### src/rtl/nxor_chk_pkg.sv
// nxor_chk_pkg: shared types and helpers for the XNOR response checker.
//   chk_state_e : checker FSM state encoding
//   CMP_STAGES  : latency of the compare stage (cycles)
//   MAX_W       : widest counter the saturating helper handles
//   sat_inc()   : increment that sticks at a caller-supplied ceiling
package nxor_chk_pkg;

  typedef enum logic [1:0] {
    IDLE  = 2'd0,
    RUN   = 2'd1,
    DRAIN = 2'd2,
    DONE  = 2'd3
  } chk_state_e;

  localparam int CMP_STAGES = 1;
  localparam int MAX_W      = 64;

  function automatic logic [MAX_W-1:0] sat_inc(input logic [MAX_W-1:0] v,
                                               input logic [MAX_W-1:0] maxv);
    return (v == maxv) ? v : v + {{(MAX_W-1){1'b0}}, 1'b1};
  endfunction

endpackage

### src/rtl/nxor_chk_cmp.sv
// nxor_chk_cmp: registered compare stage of the XNOR response checker.
// Captures ~(a^b), c and the vector index on each accepted vector; one
// cycle later raises mis for a single cycle if any bit of c differs.
// Ports:
//   clk, rst_n        clock, async active-low reset
//   in_vld            accepted vector this cycle
//   in_a, in_b, in_c  operands and observed result
//   in_idx            0-based index of the vector
//   mis               mismatch strobe (registered vector)
//   out_idx           index of the registered vector
//   cap_a/b/c         registered operands/result (NXOR_CHK_CAPTURE_EN only)
module nxor_chk_cmp
  import nxor_chk_pkg::*;
#(
  parameter int WIDTH = 32,
  parameter int CNT_W = 16
) (
  input  logic             clk,
  input  logic             rst_n,
  input  logic             in_vld,
  input  logic [WIDTH-1:0] in_a,
  input  logic [WIDTH-1:0] in_b,
  input  logic [WIDTH-1:0] in_c,
  input  logic [CNT_W-1:0] in_idx,
  output logic             mis,
  output logic [CNT_W-1:0] out_idx
`ifdef NXOR_CHK_CAPTURE_EN
  ,
  output logic [WIDTH-1:0] cap_a,
  output logic [WIDTH-1:0] cap_b,
  output logic [WIDTH-1:0] cap_c
`endif
);

  logic [CMP_STAGES:0] vld_pipe;
  logic [WIDTH-1:0]    exp_q;
  logic [WIDTH-1:0]    c_q;
  logic [CNT_W-1:0]    idx_q;

  assign vld_pipe[0] = in_vld;

  always_ff @(posedge clk or negedge rst_n) begin
    if (!rst_n) begin
      vld_pipe[CMP_STAGES:1] <= '0;
      exp_q                  <= '0;
      c_q                    <= '0;
      idx_q                  <= '0;
    end else begin
      vld_pipe[CMP_STAGES:1] <= vld_pipe[CMP_STAGES-1:0];
      // only load on a real transfer so idle cycles keep the last vector
      if (in_vld) begin
        exp_q <= ~(in_a ^ in_b);
        c_q   <= in_c;
        idx_q <= in_idx;
      end
    end
  end

  assign mis     = vld_pipe[CMP_STAGES] && (exp_q != c_q);
  assign out_idx = idx_q;

`ifdef NXOR_CHK_CAPTURE_EN
  logic [WIDTH-1:0] a_q, b_q;

  always_ff @(posedge clk or negedge rst_n) begin
    if (!rst_n) begin
      a_q <= '0;
      b_q <= '0;
    end else if (in_vld) begin
      a_q <= in_a;
      b_q <= in_b;
    end
  end

  assign cap_a = a_q;
  assign cap_b = b_q;
  assign cap_c = c_q;
`endif

endmodule

### config.mk
export PLATFORM = sky130hd
export DESIGN_NAME = nxor_chk_cmp
export DESIGN_NICKNAME = d
export VERILOG_FILES = /design/src/rtl/nxor_chk_pkg.sv /design/src/rtl/nxor_chk_cmp.sv
export SDC_FILE = /design/constraint.sdc
export NUM_CORES = 1
export LEC_CHECK = 0
export ABC_AREA = 1
export BUFFER_PORTS_ARGS = -buffer_cell sky130_fd_sc_hd__buf_2
export CORE_ASPECT_RATIO = 0.75
export CORE_MARGIN = 2
export CORE_UTILIZATION = 54
export DETAILED_ROUTE_END_ITERATION = 8
export GPL_TIMING_DRIVEN = 0
export PLACE_DENSITY = 0.85
export SETUP_SLACK_MARGIN = 0.15
export SLEW_MARGIN = 20
export SYNTH_ARGS = -nofsm -noshare
export SYNTH_HDL_FRONTEND = slang
export SYNTH_SLANG_ARGS = --single-unit
export TNS_END_PERCENT = 50
### constraint.sdc
create_clock -name clk -period 2.8 [get_ports clk]
set_input_delay 0.14 -clock clk [delete_from_list [all_inputs] [get_ports clk]]
set_output_delay 0.14 -clock clk [all_outputs]
set_load 0.02 [all_outputs]
==> results.cfg <==
[placement]
placed_cells = 722
place_congestion = 0.785
port-buffer-count = 131
detailed_place_hpwl_um = 6810

[route]
drt_iter0_drc = 134
wl_per_cell_um = 12.9
routed_wl_um = 9840
vias = 3630
antenna_left = 0
viasPerCell = 4.76
drc_errors = 0
first_pass_iters = 4

[timing]
report.final.hold_viol_count = 0
period_minus_slack_ns = 1.71
rsz0062_at_grt = no
tightest_slew_ns = 0.532
finalMaxSlewViolations = 0
tns_ns = 0
timing.fmax_mhz = 584
finalSetupViolCount = 0
maxSlewHeadroom = 0.645
fin_worst_skew_ns = 0
period_share = 0.612

[final_layout]
area_delta_synth_final_pct = 32.0
final_cell_mix = nand2_1 (215), buf_2 (133), dfrtp_1 (81), inv_1 (59), o21ai_0 (42)
multi_input_area_mm2 = 0.00150
seq_area_mm2 = 0.00203
layout.cells.most_common = nand2_1
final_cells = 763
drive_gt1_frac = 0.244
nets = 774
nFillCells = 520

[die]
fp.dieArea_mm2 = 0.00787
chipHeight_um = 77.3
pin_count = 132
die_w_um = 102
start_util = 0.564
rows = 26
coreArea_mm2 = 0.00686

[yosys]
synth_area_per_cell_um2 = 7.87
syn_nets = 607
synth_top_area_frac = 0.524
ys_seq_elements = 81
synthDistinctLibCells = 12
syn-cell-area_mm2 = 0.00387
yosys.area.top_type = dfrtp_1
ys_seq_area_frac = 0.524
yosys-top-cells-area = dfrtp_1 (52%), nand2_1 (21%), xor2_1 (7.9%), inv_1 (5.7%), o21ai_0 (5.4%)
synthCells = 492
synth_warnings = 0

[clocking]
cts.repair.resized = 0
root_buffer = clkbuf_8
cts_tree = built
cts_buffers = 9
path_clk_slew_ns = 0.08
clock_tree.buffer_depth = 2
post_cts_buffers = 0
worstSkewPairLatency_ns = 0.34
numClockSinks = 81
cts_hold_buf = 24
cts_max_level = 3

[global_routing]
grt_overflow_total = 0
grt_pass1_wl_um = 16200
antenna_found_initial = 0
grt_use_total = 0.265
grt_start_max_net_pins = 44
grt_pass1_vias = 3654

[worst_setup_path]
critPathMaxFanout = 2
path_class = flip-flop to primary output
start_kind = flip-flop
critPathRequiredTime_ns = 2.66
ff2ff_path_depth = 2
worstSetupEndpointType = primary output
critPathArrivalTime_ns = 1.57

[worst_hold_path]
holdPathStages = 3
hold_path_class = input port to flip-flop

[power]
ir_worst_vdd_mv = 0.323
p_leak_nw = 2.86
power.density_mw_per_mm2 = 535

[job]
drv_cap = 0

[status]
status = finished clean
-- cell usage after synthesis, drive strengths merged --
master,instances
o21ai,61
buf,14
inv,60
clkbuf,4
nand2,215
nor2,22
dfrtp,81
xor2,35
-- worst max-delay path, cell delays in order, from the launching register on --
cell and delay [ns]:
dfrtp_1 0.41, xor2_1 0.18, nor2_1 0.09, nand2_1 0.08, nor2_1 0.11, nand2_1 0.06
nor2_1 0.10, nor2_1 0.05, buf_2 0.15
-- flip-flops by register name, summed over array words and instances, names as in the netlist --
register and count:
c_q 32, exp_q 32, out_idx 16, vld_pipe 1
-- where the power goes --
group | switching, mW | internal, mW
Combinational | 0.295 | 0.230
Sequential | 0.0804 | 1.29
Clock | 0.426 | 0.415
-- layout make-up --
type | instances | area share
flip-flops and latches | 81 | 0.397
multi-input cells | 333 | 0.294
repair buffers | 156 | 0.180
inverters | 60 | 0.0441
clock buffers | 10 | 0.0250
well taps | 98 | 0.0240
plain buffers | 18 | 0.0228
clock inverters | 6 | 0.0135
diodes | 1 | 0.000490
-- cells by family (layout without fill, tap and decap cells) --
group,Yosys count,in the layout,synth area share
and+or+nand+nor,237,237,0.230
DFF,81,81,0.524
buffers and inverters,78,250,0.0883
AOI/OAI and AO/OA,61,61,0.0789
xor gates and xnor gates,35,35,0.0792
other,0,1,0
-- stage by stage --
stage                     instance area, um2  total power [mW]  hold WS, ns  utilization  worst slack [ns]
after floorplan                         3870              1.66       -0.156            -              1.67
after global placement                  4650              1.85        0.276        0.677             0.992
after detailed placement                4670              1.88        0.150        0.680              1.45
after CTS                               5110              2.75      0.00201        0.744              1.07
after global routing                    5110              2.89      0.00765        0.744             0.902
final                                   5110              2.73       0.0124        0.744              1.09
-- metal layers --
layer	GRT usage	part of all wire
met5	0	0
met4	0.0595	0.0074
met3	0.0784	0.064
met2	0.455	0.50
met1	0.328	0.43
-- path summary, 6_finish.rpt --
check                           start    endpoint  slack [ns]
max                           c_q[28]         mis        1.09
min                          in_c[30]     c_q[30]        0.01
max reg2reg                 exp_q[27]   exp_q[27]        2.09
min reg2reg                out_idx[7]  out_idx[7]        0.48
max in group asynchronous       rst_n      c_q[4]        1.87
min in group asynchronous       rst_n      c_q[1]        0.31
Note: power is estimated with default switching activity, not from simulation.
